**config.mk**
```make
export PLATFORM = sky130hd
export DESIGN_NAME = gray_tracker
export DESIGN_NICKNAME = d
export VERILOG_FILES = /design/src/rtl/gray_tracker.sv
export SDC_FILE = /design/constraint.sdc
export NUM_CORES = 1
export LEC_CHECK = 0
export BUFFER_PORTS_ARGS = -buffer_cell sky130_fd_sc_hd__buf_2
export CAP_MARGIN = 20
export CORE_MARGIN = 5
export CORE_UTILIZATION = 30
export DETAILED_ROUTE_END_ITERATION = 16
export HOLD_SLACK_MARGIN = 0.12
export PLACE_DENSITY = 0.49
export SYNTH_ARGS = -nofsm -noshare
export SYNTH_HDL_FRONTEND = slang
export SYNTH_SLANG_ARGS = --single-unit
```
**constraint.sdc**
```tcl
create_clock -name Clk -period 2.7 [get_ports Clk]
set_input_delay 0.81 -clock Clk [delete_from_list [all_inputs] [get_ports Clk]]
set_output_delay 0.81 -clock Clk [all_outputs]
set_load 0.01 [all_outputs]
```
**src/rtl/gray_tracker.sv**
```systemverilog
// Tracks a 3-bit Gray counter: decodes it, checks every step is a hold or a
// single +1 Gray step, counts wraps and cross-checks the sticky overflow flag.
module gray_tracker #(
  parameter int WRAP_W = 8
) (
  input  logic              Clk,
  input  logic              Reset,
  input  logic [2:0]        Gray,
  input  logic              Overflow,
  input  logic              CntReset,
  output logic [2:0]        Bin,
  output logic [WRAP_W-1:0] Wraps,
  output logic              Locked,
  output logic              Error,
  output logic [1:0]        ErrCode
);

  typedef enum logic [1:0] {
    IDLE    = 2'd0,
    TRACK   = 2'd1,
    RESTART = 2'd2,
    FAULT   = 2'd3
  } state_e;

  localparam logic [1:0] CODE_NONE    = 2'b00;
  localparam logic [1:0] CODE_STEP    = 2'b01;
  localparam logic [1:0] CODE_OVF     = 2'b10;
  localparam logic [1:0] CODE_RESTART = 2'b11;

  function automatic logic [2:0] gray2bin(input logic [2:0] g);
    logic [2:0] b;
    b[2] = g[2];
    b[1] = b[2] ^ g[1];
    b[0] = b[1] ^ g[0];
    return b;
  endfunction

  function automatic logic [2:0] bin2gray(input logic [2:0] b);
    return b ^ (b >> 1);
  endfunction

  state_e            state_q;
  logic [2:0]        prev_q;
  logic [2:0]        bin_q;
  logic [WRAP_W-1:0] wraps_q;
  logic              locked_q;
  logic              error_q;
  logic [1:0]        code_q;
  logic              ovf_q;

  logic [2:0]        next_gray_s;
  logic              hold_s;
  logic              step_s;
  logic              wrap_s;
  logic              ovf_bad_s;
  logic [WRAP_W-1:0] wraps_d;

  // Legality of the current sample against the reference, plus overflow consistency
  always_comb begin
    next_gray_s = bin2gray(gray2bin(prev_q) + 3'd1);
    hold_s      = (Gray == prev_q);
    step_s      = (Gray == next_gray_s);
    wrap_s      = step_s && (prev_q == 3'b100);
    if (wrap_s) begin
      ovf_bad_s = ~Overflow;
    end else begin
      ovf_bad_s = (Overflow != ovf_q);
    end
    if (&wraps_q) begin
      wraps_d = wraps_q;
    end else begin
      wraps_d = wraps_q + WRAP_W'(1);
    end
  end

  // Tracker state machine with registered status outputs
  always_ff @(posedge Clk or negedge Reset) begin
    if (!Reset) begin
      state_q  <= IDLE;
      prev_q   <= 3'b000;
      bin_q    <= 3'b000;
      wraps_q  <= '0;
      locked_q <= 1'b0;
      error_q  <= 1'b0;
      code_q   <= CODE_NONE;
      ovf_q    <= 1'b0;
    end else begin
      bin_q <= gray2bin(Gray);
      if (CntReset) begin
        state_q  <= RESTART;
        wraps_q  <= '0;
        locked_q <= 1'b0;
        error_q  <= 1'b0;
        code_q   <= CODE_NONE;
        ovf_q    <= 1'b0;
      end else begin
        ovf_q <= Overflow;
        case (state_q)
          IDLE: begin
            prev_q   <= Gray;
            state_q  <= TRACK;
            locked_q <= 1'b1;
          end
          RESTART: begin
            if (Gray == 3'b000) begin
              prev_q   <= 3'b000;
              state_q  <= TRACK;
              locked_q <= 1'b1;
            end else begin
              state_q  <= FAULT;
              locked_q <= 1'b0;
              error_q  <= 1'b1;
              code_q   <= CODE_RESTART;
            end
          end
          TRACK: begin
            // Step check outranks the overflow check when both fail together
            if (!hold_s && !step_s) begin
              state_q  <= FAULT;
              locked_q <= 1'b0;
              error_q  <= 1'b1;
              code_q   <= CODE_STEP;
            end else if (ovf_bad_s) begin
              state_q  <= FAULT;
              locked_q <= 1'b0;
              error_q  <= 1'b1;
              code_q   <= CODE_OVF;
            end else begin
              prev_q <= Gray;
              if (wrap_s) begin
                wraps_q <= wraps_d;
              end else begin
                wraps_q <= wraps_q;
              end
            end
          end
          FAULT: begin
            locked_q <= 1'b0;
            error_q  <= 1'b1;
          end
          default: begin
            state_q  <= IDLE;
            locked_q <= 1'b0;
          end
        endcase
      end
    end
  end

  assign Bin     = bin_q;
  assign Wraps   = wraps_q;
  assign Locked  = locked_q;
  assign Error   = error_q;
  assign ErrCode = code_q;

endmodule

```
==> flow_summary.yaml <==
outcome:
  outcome: "completed"
logic_synthesis:
  synth.distinct_cells: 46
  ys_warn_count: 0
  synth_edf_count: 0
  ys_ff_latch: 21
  syn-num-nets: 156
  ys_seq_area_frac: 0.393
  async_flop_share: 1.00
  synthCells: 144
  syn_avg_cell_area_um2: 9.28
  synth_area_um2: 1340
  ys.flop_type: "dfrtp_1"
global_route:
  grt_max_degree: 22
  grt_pass1_vias: 1182
  grt_util_all_layers: 0.117
  grt_pass1_wl_um: 5790
  grt-ovfl-total: 0
  grt_antenna_before_repair: 0
placement:
  io_buffers: 21
  dp_hpwl_um: 2530
  numPlacedInstances: 216
  routabilityCongestion: 0.881
power:
  finalPower_mw: 1.15
  p_per_area_nw_per_um2: 736
  vdd_ir_drop_max_uv: 258
  leakagePower_nw: 0.678
timing:
  fin_skew_ns: 0.00225
  slew_headroom: 0.650
  drv_slew: 0
  worstMarginPinSlew_ns: 0.525
  final_hold_viol_count: 0
  rsz0062_at_grt: "no"
  final.min_clock_period_ns: 2.36
  finalSetupViolations: 0
  finalSetupTns_ns: 0
  fmax_mhz: 424
  fin_crit_sh: 0.873
routing:
  dr_total_vias: 1209
  wl_per_cell_um: 15.4
  highest_layer: "met4"
  drc: 0
  viasPerCell: 5.50
  drt-total-wl_um: 3400
  wl_met1_um: 1460
  drt_iter0_markers: 32
  drt-pass1-iter-count: 4
  ant_nets: 0
  dr_wl_met3_um: 195
  wl_met2_um: 1720
worst_setup_path:
  r2r_end: "state_q[1]"
  critical_path_class: "input pin to flop"
  r2r-start: "prev_q[1]"
  ff2ff_setup_slack_ns: 0.56
  r2r_cells: 5
  critical_path_arrival_ns: 2.50
  cp_data_required_time_ns: 2.85
  critPathLaunch: "Gray[1]"
  worstPathMaxFanout: 3
  endpoint_kind: "flop"
  startpoint_type: "input pin"
clock_network:
  cts_sinks: 21
  cts_setup_buffers: 0
  cts_max_path_buffers: 2
  cts_made_buffers: 3
  clkLatencyLatePin_ns: 0.26
  cts_resized: 0
  cts-htree-levels: 1
  hold_buffers: 0
  cts_tree: "yes"
  clkSlewWorstSetupHoldPaths_ns: 0.09
  cts_root_buffer: "clkbuf_8"
finish:
  fin_cells: 220
  diodes: 0
  fillers: 450
  syn2layout_area_growth_pct: 16.9
  most-common-layout-cells: "21 x dfrtp_1, 21 x buf_2, 14 x nor2_1, 11 x nand2_1, 10 x nor3_1"
  postLayoutCoreUtil: 0.361
  final_nets: 181
  drive_above_1_share: 0.256
die:
  fp-row-count: 24
  die_area_um2: 5890
  core_um2: 4320
  die-height_um: 76.7
  die_width_um: 76.7
  initial_utilization: 0.309
  pin_count: 22
run:
  maxCapViolCount: 0
hold_path:
  hp-class: "input pin to async pin"
[report_power, final]
group          internal, mW  switching, mW
clock network         0.103          0.113
registers             0.378         0.0903
logic                 0.207          0.259
total                 0.688          0.462
[synthesized netlist by cell type (2+ instances only)]
library cell  number  area, um2
a21oi_1            5       25.0
a221o_1            2       20.0
a221oi_1           4       35.0
a31o_2             2       17.5
clkbuf_1           5       18.8
dfrtp_1           21        526
ha_1               5       62.6
inv_1              5       18.8
nand2_1           11       41.3
nand3_1            6       30.0
nand4_1            3       18.8
nor2_1            14       52.6
nor2b_1            2       12.5
nor3_1            10       50.1
nor4_1             2       12.5
nor4b_1            2       17.5
o211ai_1           3       22.5
o21ai_0            5       25.0
o31ai_1            2       15.0
or3_4              2       22.5
or4b_1             2       20.0
xnor2_1            6       52.6
xor2_1             2       17.5
[stage by stage]
stage | area, um2 | setup slack, ns | hold slack, ns
after detailed placement | 1520 | 0.0848 | 0.516
after CTS | 1560 | 0.356 | 0.521
after floorplan | 1340 | 0.0652 | 0.514
after global routing | 1560 | 0.262 | 0.540
final | 1560 | 0.343 | 0.505
after global placement | 1520 | 0.120 | 0.532
[metal layers]
layer / global-route usage / vias to the layer above
met1: 0.153 / 595
met5: 0 / -
li1: - / 582
met3: 0.0211 / 2
met2: 0.194 / 30
met4: 0.0385 / 0
[state kept, by name (all words and copies together) (netlist names)]
name and flops:
prev_q 3, Error 1, Wraps 8, Locked 1
ErrCode 2, ovf_q 1, state_q 2, Bin 3
[cell type report]
type	count	area, um2	area share
Sequential cell	21	526	0.336
Tap cell	52	65.1	0.0416
Clock buffer	3	41.3	0.0264
Multi-Input combinational cell	110	749	0.480
Inverter	5	18.8	0.0120
Timing Repair Buffer	28	158	0.101
Clock inverter	1	5.00	0.00320
[worst max-delay path by stage]
stage / endpoint / slack [ns] / cells after the start
finish: state_q[1] / 0.34 / 6
global route: state_q[1] / 0.26 / 7
CTS: state_q[1] / 0.36 / 6
detailed placement: state_q[1] / 0.08 / 6
global placement: state_q[1] / 0.12 / 6
floorplan: state_q[1] / 0.07 / 6
[worst max-delay path: stages]
cell and delay, ns:
buf_2 0.10, or3_4 0.41, o41ai_4 0.34, o21ai_2 0.13, or3_4 0.36, a221o_1 0.34
[cells by family (layout without fill, tap and decap cells)]
| logic type | Yosys count | after routing | share of synthesized area |
|---|---|---|---|
| buf+inv | 13 | 37 | 0.0459 |
| compound gates | 34 | 34 | 0.204 |
| flops | 21 | 21 | 0.393 |
| fa+ha+maj | 5 | 5 | 0.0468 |
| xor+xnor | 8 | 8 | 0.0524 |
| simple gates | 62 | 62 | 0.250 |
| mux | 1 | 1 | 0.00749 |
No activity file was read; power rests on OpenSTA's default activity.
